`src/rtl/sdram_arbiter_if.sv`:
```
// Bus bundle between the two masters, the arbiter and the SDRAM controller.
// The arbiter uses the slave view; the masters/controller side uses master.
interface sdram_arbiter_if #(
  parameter int ADDR_W = 21
);
  logic              init_done;
  logic              m0_stb;
  logic              m0_we;
  logic [1:0]        m0_sel;
  logic [ADDR_W-1:0] m0_adr;
  logic [15:0]       m0_dat_i;
  logic [15:0]       m0_dat_o;
  logic              m0_ack;
  logic              m1_stb;
  logic              m1_we;
  logic [1:0]        m1_sel;
  logic [ADDR_W-1:0] m1_adr;
  logic [15:0]       m1_dat_i;
  logic [15:0]       m1_dat_o;
  logic              m1_ack;
  logic              ctl_rd;
  logic              ctl_we;
  logic [1:0]        ctl_wtbt;
  logic [24:0]       ctl_addr;
  logic [15:0]       ctl_din;
  logic [15:0]       ctl_dout;
  logic              ctl_ready;
  logic              grant;
  logic              timeout_err;

  modport slave (
    input  init_done,
    input  m0_stb, m0_we, m0_sel, m0_adr, m0_dat_i,
    output m0_dat_o, m0_ack,
    input  m1_stb, m1_we, m1_sel, m1_adr, m1_dat_i,
    output m1_dat_o, m1_ack,
    output ctl_rd, ctl_we, ctl_wtbt, ctl_addr, ctl_din,
    input  ctl_dout, ctl_ready,
    output grant, timeout_err
  );

  modport master (
    output init_done,
    output m0_stb, m0_we, m0_sel, m0_adr, m0_dat_i,
    input  m0_dat_o, m0_ack,
    output m1_stb, m1_we, m1_sel, m1_adr, m1_dat_i,
    input  m1_dat_o, m1_ack,
    input  ctl_rd, ctl_we, ctl_wtbt, ctl_addr, ctl_din,
    output ctl_dout, ctl_ready,
    input  grant, timeout_err
  );
endinterface

```
`src/rtl/sdram_arbiter.sv`:
```
// Round-robin two-master arbiter/sequencer in front of the SDRAM controller.
// One controller transaction per strobe, registered read data, 1-cycle ack.
module sdram_arbiter #(
  parameter int ADDR_W  = 21,
  parameter int TIMEOUT = 255
) (
  input logic            clk_p,
  input logic            rst_n,
  sdram_arbiter_if.slave bus
);
  typedef enum logic [1:0] {
    S_IDLE,
    S_ISSUE,
    S_WAIT,
    S_ACK
  } state_t;

  localparam logic [7:0] LIMIT = 8'(TIMEOUT - 1);

  state_t            r_state;
  state_t            w_next;
  logic              r_last;
  logic              r_grant;
  logic              r_we;
  logic              r_to;
  logic [1:0]        r_sel;
  logic [ADDR_W-1:0] r_adr;
  logic [15:0]       r_din;
  logic [15:0]       r_dat0;
  logic [15:0]       r_dat1;
  logic [7:0]        r_cnt;

  logic              w_start;
  logic              w_win;
  logic              w_busy;
  logic              w_done;
  logic              w_abort;
  logic [15:0]       w_rdata;

  assign w_start = (r_state == S_IDLE) & bus.init_done
                 & (bus.m0_stb | bus.m1_stb);
  // On a tie the master not served last wins
  assign w_win   = (bus.m0_stb & bus.m1_stb) ? ~r_last : bus.m1_stb;
  assign w_busy  = (r_state == S_ISSUE) | (r_state == S_WAIT);
  assign w_done  = (r_state == S_WAIT) & bus.ctl_ready;
  assign w_abort = w_busy & (r_cnt == LIMIT) & ~w_done;
  assign w_rdata = w_done ? bus.ctl_dout : 16'hFFFF;

  always_comb begin
    w_next = r_state;
    unique case (r_state)
      S_IDLE:  if (w_start) w_next = S_ISSUE;
      S_ISSUE: begin
        if (w_abort)             w_next = S_ACK;
        else if (!bus.ctl_ready) w_next = S_WAIT;
      end
      S_WAIT:  if (w_done | w_abort) w_next = S_ACK;
      S_ACK:   w_next = S_IDLE;
      default: w_next = S_IDLE;
    endcase
  end

  always_ff @(posedge clk_p or negedge rst_n) begin
    if (!rst_n) begin
      r_state <= S_IDLE;
      r_last  <= 1'b1;
      r_grant <= 1'b0;
      r_we    <= 1'b0;
      r_to    <= 1'b0;
      r_sel   <= '0;
      r_adr   <= '0;
      r_din   <= '0;
      r_dat0  <= '0;
      r_dat1  <= '0;
      r_cnt   <= '0;
    end else begin
      r_state <= w_next;
      r_to    <= w_abort;
      if (w_start) begin
        r_grant <= w_win;
        r_we    <= w_win ? bus.m1_we    : bus.m0_we;
        r_sel   <= w_win ? bus.m1_sel   : bus.m0_sel;
        r_adr   <= w_win ? bus.m1_adr   : bus.m0_adr;
        r_din   <= w_win ? bus.m1_dat_i : bus.m0_dat_i;
        r_cnt   <= '0;
      end else if (w_busy) begin
        r_cnt   <= r_cnt + 8'd1;
      end
      if ((w_done | w_abort) & ~r_we) begin
        if (r_grant) r_dat1 <= w_rdata;
        else         r_dat0 <= w_rdata;
      end
      if (r_state == S_ACK) r_last <= r_grant;
    end
  end

  assign bus.ctl_rd      = (r_state == S_ISSUE) & ~r_we;
  assign bus.ctl_we      = (r_state == S_ISSUE) & r_we;
  assign bus.ctl_wtbt    = r_sel;
  assign bus.ctl_addr    = 25'({r_adr, 1'b0});
  assign bus.ctl_din     = r_din;
  assign bus.m0_dat_o    = r_dat0;
  assign bus.m1_dat_o    = r_dat1;
  assign bus.m0_ack      = (r_state == S_ACK) & ~r_grant;
  assign bus.m1_ack      = (r_state == S_ACK) & r_grant;
  assign bus.grant       = r_grant;
  assign bus.timeout_err = r_to;
endmodule

```
`src/flat_wrapper.sv`:
```
// flat-port wrapper written by rule: the top's interface ports become plain ports
module sdram_arbiter_flat 
#(
  parameter int ADDR_W  = 21,
  parameter int TIMEOUT = 255
)
  (clk_p, rst_n, bus_init_done, bus_m0_stb, bus_m0_we, bus_m0_sel, bus_m0_adr, bus_m0_dat_i, bus_m0_dat_o, bus_m0_ack, bus_m1_stb, bus_m1_we, bus_m1_sel, bus_m1_adr, bus_m1_dat_i, bus_m1_dat_o, bus_m1_ack, bus_ctl_rd, bus_ctl_we, bus_ctl_wtbt, bus_ctl_addr, bus_ctl_din, bus_ctl_dout, bus_ctl_ready, bus_grant, bus_timeout_err);
  sdram_arbiter_if #(.ADDR_W(ADDR_W)) bus_i ();
  input logic clk_p;
  input logic rst_n;
  input wire logic [$bits(bus_i.init_done)-1:0] bus_init_done;
  input wire logic [$bits(bus_i.m0_stb)-1:0] bus_m0_stb;
  input wire logic [$bits(bus_i.m0_we)-1:0] bus_m0_we;
  input wire logic [$bits(bus_i.m0_sel)-1:0] bus_m0_sel;
  input wire logic [$bits(bus_i.m0_adr)-1:0] bus_m0_adr;
  input wire logic [$bits(bus_i.m0_dat_i)-1:0] bus_m0_dat_i;
  output wire logic [$bits(bus_i.m0_dat_o)-1:0] bus_m0_dat_o;
  output wire logic [$bits(bus_i.m0_ack)-1:0] bus_m0_ack;
  input wire logic [$bits(bus_i.m1_stb)-1:0] bus_m1_stb;
  input wire logic [$bits(bus_i.m1_we)-1:0] bus_m1_we;
  input wire logic [$bits(bus_i.m1_sel)-1:0] bus_m1_sel;
  input wire logic [$bits(bus_i.m1_adr)-1:0] bus_m1_adr;
  input wire logic [$bits(bus_i.m1_dat_i)-1:0] bus_m1_dat_i;
  output wire logic [$bits(bus_i.m1_dat_o)-1:0] bus_m1_dat_o;
  output wire logic [$bits(bus_i.m1_ack)-1:0] bus_m1_ack;
  output wire logic [$bits(bus_i.ctl_rd)-1:0] bus_ctl_rd;
  output wire logic [$bits(bus_i.ctl_we)-1:0] bus_ctl_we;
  output wire logic [$bits(bus_i.ctl_wtbt)-1:0] bus_ctl_wtbt;
  output wire logic [$bits(bus_i.ctl_addr)-1:0] bus_ctl_addr;
  output wire logic [$bits(bus_i.ctl_din)-1:0] bus_ctl_din;
  input wire logic [$bits(bus_i.ctl_dout)-1:0] bus_ctl_dout;
  input wire logic [$bits(bus_i.ctl_ready)-1:0] bus_ctl_ready;
  output wire logic [$bits(bus_i.grant)-1:0] bus_grant;
  output wire logic [$bits(bus_i.timeout_err)-1:0] bus_timeout_err;
  assign bus_i.init_done = bus_init_done;
  assign bus_i.m0_stb = bus_m0_stb;
  assign bus_i.m0_we = bus_m0_we;
  assign bus_i.m0_sel = bus_m0_sel;
  assign bus_i.m0_adr = bus_m0_adr;
  assign bus_i.m0_dat_i = bus_m0_dat_i;
  assign bus_m0_dat_o = bus_i.m0_dat_o;
  assign bus_m0_ack = bus_i.m0_ack;
  assign bus_i.m1_stb = bus_m1_stb;
  assign bus_i.m1_we = bus_m1_we;
  assign bus_i.m1_sel = bus_m1_sel;
  assign bus_i.m1_adr = bus_m1_adr;
  assign bus_i.m1_dat_i = bus_m1_dat_i;
  assign bus_m1_dat_o = bus_i.m1_dat_o;
  assign bus_m1_ack = bus_i.m1_ack;
  assign bus_ctl_rd = bus_i.ctl_rd;
  assign bus_ctl_we = bus_i.ctl_we;
  assign bus_ctl_wtbt = bus_i.ctl_wtbt;
  assign bus_ctl_addr = bus_i.ctl_addr;
  assign bus_ctl_din = bus_i.ctl_din;
  assign bus_i.ctl_dout = bus_ctl_dout;
  assign bus_i.ctl_ready = bus_ctl_ready;
  assign bus_grant = bus_i.grant;
  assign bus_timeout_err = bus_i.timeout_err;
  sdram_arbiter #(.ADDR_W(ADDR_W), .TIMEOUT(TIMEOUT)) u_core (.clk_p(clk_p), .rst_n(rst_n), .bus(bus_i));
endmodule
```
`config.mk`:
```
export PLATFORM = sky130hd
export DESIGN_NAME = sdram_arbiter_flat
export DESIGN_NICKNAME = d
export VERILOG_FILES = /design/src/rtl/sdram_arbiter_if.sv /design/src/rtl/sdram_arbiter.sv /design/src/flat_wrapper.sv
export SDC_FILE = /design/constraint.sdc
export NUM_CORES = 1
export LEC_CHECK = 0
export ABC_AREA = 1
export CORE_ASPECT_RATIO = 1.75
export CORE_MARGIN = 2
export CORE_UTILIZATION = 38
export DETAILED_ROUTE_END_ITERATION = 10
export PLACE_DENSITY = 0.78
export SLEW_MARGIN = 20
export SYNTH_ARGS = -nofsm -noshare
export SYNTH_HDL_FRONTEND = slang
export SYNTH_SLANG_ARGS = --single-unit
```
`constraint.sdc`:
```
create_clock -name clk_p -period 1.6 [get_ports clk_p]
set_input_delay 0.32 -clock clk_p [delete_from_list [all_inputs] [get_ports clk_p]]
set_output_delay 0.32 -clock clk_p [all_outputs]
set_load 0.01 [all_outputs]
```
; ---- Yosys cells after proc, flatten, opt, wreduce, memory -nomap -nowiden
; Cells that the tools add are included.
[totals]
memories = 0
register_bits = 85
romBits = 0
ram_bits = 0
elab_cells = 55
latchBits = 0
input_bits = 102
[classes]
eq_ne = 7
muxes = 13
bitwise_logic = 18
shifts = 0
mul = 0
n_lt_le_gt_ge = 0
n_div = 0
addsub = 1
reduce_logical = 5
[op_table]
columns = cell, count
row1 = 16-bit 2-to-1 mux, 2
row2 = 21-bit 2-to-1 mux, 1
row3 = 8-bit 2-to-1 mux, 2
row4 = 1-bit bitwise AND, 11
row5 = 2-bit 2-to-1 mux, 5
row6 = 8-bit by 1-bit adder with 8-bit output (second input constant), 1
row7 = 8-bit == test (second input constant), 1
row8 = 2-bit case mux with 4 select lines, 1
row9 = 2-bit == test (second input constant), 2
row10 = 1-bit inverter, 4
row11 = 2-bit AND reduction, 2
row12 = 3-bit by 2-bit inequality test with 1-bit output (second input constant), 1
row13 = 1-bit bitwise OR, 3
row14 = 3-bit AND reduction, 1
row15 = 2-bit by 1-bit == test with 1-bit output (second input constant), 1
row16 = 2-bit zero test, 1
row17 = 1-bit 2-to-1 mux, 2
row18 = 2-bit by 1-bit inequality test with 1-bit output (second input constant), 1
row19 = 2-bit inequality test (second input constant), 1
row20 = 2-bit nonzero test, 1

; ---- Depth between registers and ports, before layout
[logic_depth]
word_depth = 7
ltp_mapped = 11

; ---- Least setup slack after synthesis
; Ideal clock, no wire load.
[synth_path]
path_type = reg-to-reg
start = reg u_core.r_state[0]
end = reg u_core.r_dat0[0] (netlist: u_core.bus.m0_dat_o[0])
arrival_time_ns = 1.560
setup_ns = 0.123
period_less_slack_ns = 1.683
t_required_ns = 1.477
path_stages_with_launch = 11
slack_ns = -0.083
path_cell_list = dfrtp_1 inv_1 ha_1 nand2_1 nor2_2 nand2_4 nand2_4 nand2_8 buf_6 o21ai_0 nand2_1
[synth_via]
elab_chain_len = 7
elab_cells_between_ends = 11
cone_classes = 2 x eq/ne / 1 x mux / 7 x bitwise / 1 x reduce/logical
[synth_lines]
columns = element, line
row1 = from (decl), sdram_arbiter.sv:20  ; state_t r_state;
row2 = from (signal assigned), sdram_arbiter.sv:77  ; r_state <= w_next;
row3 = 2-bit by 1-bit == test with 1-bit output / 2-bit == test (equally long branches), "sdram_arbiter.sv:44, sdram_arbiter.sv:45"
row4 = 1-bit bitwise OR / 1-bit bitwise AND (equally long branches), "sdram_arbiter.sv:44, sdram_arbiter.sv:45"
row5 = 1-bit bitwise AND / 1-bit inverter (equally long branches), sdram_arbiter.sv:46  ; assign w_abort = w_busy & (r_cnt == LIMIT) & ~w_done;
row6 = 1-bit bitwise AND, sdram_arbiter.sv:46
row7 = 1-bit bitwise OR, sdram_arbiter.sv:89  ; if ((w_done | w_abort) & ~r_we) begin
row8 = 1-bit bitwise AND, sdram_arbiter.sv:89
row9 = 2-bit AND reduction (no source line), n/a
row10 = to (signal assigned), sdram_arbiter.sv:91  ; else r_dat0 <= w_rdata;
row11 = to (decl), sdram_arbiter.sv:29  ; logic [15:0] r_dat0;
; Several ways; a longest one is shown, not always the timed one.
; A chain may end at the register's enable or synchronous reset.

; ---- Final worst setup path
[layout_path]
start = reg u_core.r_state[0]
end = reg u_core.r_dat0[5] (netlist: u_core.bus.m0_dat_o[5])
; The elaborated chain is that of the path after synthesis.

==> run summary <==
• 0 — post-route antenna net violation count
• 68.94% — final core area utilization
• 14610 um — Total Routed Length
• 11520 sq um — area enclosed by the die boundary
• 40 — largest net degree at the start of global routing
• 0 — Yosys warning total
• 58.99% — headroom to the max-slew limit
• setup timing — violated checks
• -0.1263 ns — worst setup slack before clock tree synthesis
• flip-flop — startpoint types
• 536.3 MHz — FMAX
• 82.01 um — overall die width
• 3 — Buf/Inv on CP
• yes — unrepaired setup endpoints after global routing
• 39.29% — Initial Util
• buf_6, inv_6, ha_4, nand2_4, nor2_4, nand2_4, nand2_4, nand2_8, buf_12, nor2_4, nand2_1, nand2_1 — cells along the critical path
• 52.60% — sequential area share after synthesis
• 49 — # rows
• 1.88 ns — required time at the endpoint of the critical path
• 775 — Filler cells
• 0.36 ns — Slowest Stage Delay on Critical Path
• 484 — Syn Inst Count
• 0 — maxcap violations
• 3.590 nW — Static Leak
• 0.6143 ns — pin slew with the least headroom to its limit
• 1343 uV — maximum vdd drop
• sky130_fd_sc_hd__clkdlybuf4s50_1 — most common cell after layout, fill and taps aside
• sky130_fd_sc_hd__dfrtp_1 — Critical Path Slowest Stage Cell
• 835 — Finished Layout Cells
• 38.84% — Switching Share
• 183 — Ports
• 0 — Ant. Diodes
• 0 — number of hold violations in the final report
• 812 — NumNets Final
• built — CTS tree
• 0 — DRC violations left
• 4454 — via count of the first global-routing pass
• -0.26 ns — Worst R2R Setup Slack
• 0.004682 W — switching power of the nets
• 178 — Buffers on Ports
• 10300 sq um — placeable core region
• 5.176 — Vias per Instance
• 6183 sq um — area after detailed placement
• reg2reg — Crit Path Class
• 41 — count of endpoints failing setup in the final report
• 9 — TritonCTS buffer count
• 9294 um — hpwl dp
• 3 — level count of the clock H-tree
• finished with violations — result of the run
• 0 — initial antenna violation count
• 7101 sq um — summed area of non-filler cells in the final layout
• 0 — sum of overflow across all layers after global routing
• u_core.r_state[0] — launching point of the worst reg2reg path
• 140.5 um — Die Ht
• in2async — worst hold path type
• 20950 um — wire length of the first global-routing pass
• 23.16% — share of post-route cells with drive strength above 1
• simple AND/OR/NAND/NOR gates — Crit path max-delay family
• 16.6% — part of the power in the clock network
• flip-flop — sort of element at the end of the critical path
• 793 — cell count after placement
• 52.0% — combinational power share
• sky130_fd_sc_hd__nand2_4 — CP dominant cell by count
• 0.01205 W — post-layout power
• 31.4% — Sequential Power Share
• 8.360 sq um — mean cell area of the mapped netlist
• 201 — drt first-iter violations
• 1.865 ns — Final Critical Period
• 1698 nW/um^2 — total power per unit cell area
• 4046 sq um — cell area after synthesis
• 31 — number of distinct library cells after synthesis
• 85 — number of clock sinks seen by CTS
• 17.49 um — mean routed wirelength per cell
• 116.5% — ratio of final minimum period to clock period
• 0.007372 W — cell internal power dissipation
• 4322 — via count
• 5 — number of optimization iterations in the first detailed-route pass
• 23.68% — global routing usage summed across all routing layers
• -0.2646 ns — final worst slack
• 2.14 ns — crit path DAT
• 0 — Slew Viols, Final
• 0.008948 ns — worst setup skew after layout
• 75.48% — area delta synth->final
• u_core.bus.m0_dat_o[5] — RR Endpoint
• 0.34 ns — later-pin clock latency in the skew report
• 12 — FF-to-FF path depth
• sky130_fd_sc_hd__clkdlybuf4s50_1 (131), sky130_fd_sc_hd__nand2_1 (113), sky130_fd_sc_hd__dfrtp_1 (84) — top library cells by usage in the layout, fill and taps aside
• 0.07 ns — CTS clk-pin slew, worst paths
• 85 — Yosys reg bits
• 0.8015 — routability congestion estimate from global placement
• sky130_fd_sc_hd__clkbuf_16 — root buffer cell
• 8 — critical path peak fanout
• 2 — number of buffers on the longest clock path
## stage by stage
step / setup TNS, ns / hold slack [ns]
3_3_place_gp: -3.963 / 0.2335
3_5_place_dp: -6.509 / 0.2383
2_1_floorplan: 0 / 0.02441
6_report: -6.664 / 0.4281
5_1_grt: -9.187 / 0.4615
4_1_cts: -3.958 / 0.4306
## layout make-up
class | instances | area, sq um | area share (%)
timing repair buffer | 234 | 2472 | 34.82
sequential | 85 | 2128 | 29.97
multi-input combinational | 352 | 1972 | 27.77
clock buffer | 9 | 225.2 | 3.172
tap | 127 | 158.9 | 2.238
inverter | 21 | 86.33 | 1.216
clock inverter | 7 | 57.56 | 0.8106
## cells in the mapped netlist (all sizes together)
library cell,number,share of area (%)
conb,1,0.093
nand3,5,0.62
a21oi,4,0.49
or2,16,2.5
and3,2,0.34
nor2,55,6.2
o22ai,1,0.15
ha,7,2.2
buf,13,2.9
o21ai,115,14
nand2,137,14
clkbuf,18,1.7
nor3,3,0.37
dfstp,1,0.65
inv,21,1.9
a211oi,1,0.19
dfrtp,84,52
## layer usage
layer / vias to the layer above / part of all wire (%) / track usage (%)
met5: - / 0 / 0
met4: 0 / 3.8 / 13.16
met3: 47 / 6.9 / 5.670
met2: 230 / 56 / 42.58
met1: 2047 / 33 / 24.01
li1: 1998 / - / -
## logic make-up (layout without fill, tap and decap cells)
| kind of cell | after synthesis | in the layout | share of synthesized area, % |
|---|---|---|---|
| fa+ha+maj | 7 | 7 | 2.164 |
| other cells | 1 | 4 | 0.09268 |
| simple gates | 218 | 220 | 23.56 |
| compound gates | 121 | 121 | 15.06 |
| buf+inv | 52 | 271 | 6.524 |
| flops | 85 | 85 | 52.60 |
## repair_timing
action / 4_1_cts / 5_1_grt
pin swaps: 51 / 22
hold buffers: 1 / 0
endpoints found under the setup margin: 41 / 117
gates cloned: 2 / 3
gates resized for setup: 56 / 89
endpoints found under the hold margin: 19 / 0
buffers inserted: 16 / 6
## power by group through the flow
stage | Clock, W | Sequential, W | Combinational [W]
floorplan | 0 | 0.00408 | 0.00193
global placement | 0 | 0.00370 | 0.00519
detailed placement | 0 | 0.00374 | 0.00534
CTS | 0.00202 | 0.00373 | 0.00578
global route | 0.00212 | 0.00388 | 0.00676
finish | 0.00200 | 0.00378 | 0.00627
## registers in the layout, indices dropped and copies added (netlist names)
signal,flops
u_core.bus.m1_dat_o,16
u_core.bus.grant,1
u_core.bus.ctl_wtbt,2
u_core.r_state,2
u_core.bus.timeout_err,1
u_core.bus.ctl_din,16
u_core.r_we,1
u_core.bus.m0_dat_o,16
u_core.r_last,1
u_core.r_cnt,8
u_core.r_adr,21
## worst max path at each step
stage	from	to	slack (ns)	depth (start not counted)
finish	u_core.r_state[0]	u_core.bus.m0_dat_o[5]	-0.26	12
global route	u_core.r_state[0]	u_core.bus.m0_dat_o[5]	-0.32	12
CTS	u_core.r_state[0]	u_core.bus.m0_dat_o[15]	-0.14	12
detailed placement	bus_m0_stb	u_core.bus.ctl_din[15]	-0.13	6
global placement	bus_m0_stb	u_core.bus.ctl_din[10]	-0.09	6
floorplan	u_core.r_state[0]	u_core.bus.m0_dat_o[10]	0.02	8
Note: power is estimated with default switching activity, not from simulation.
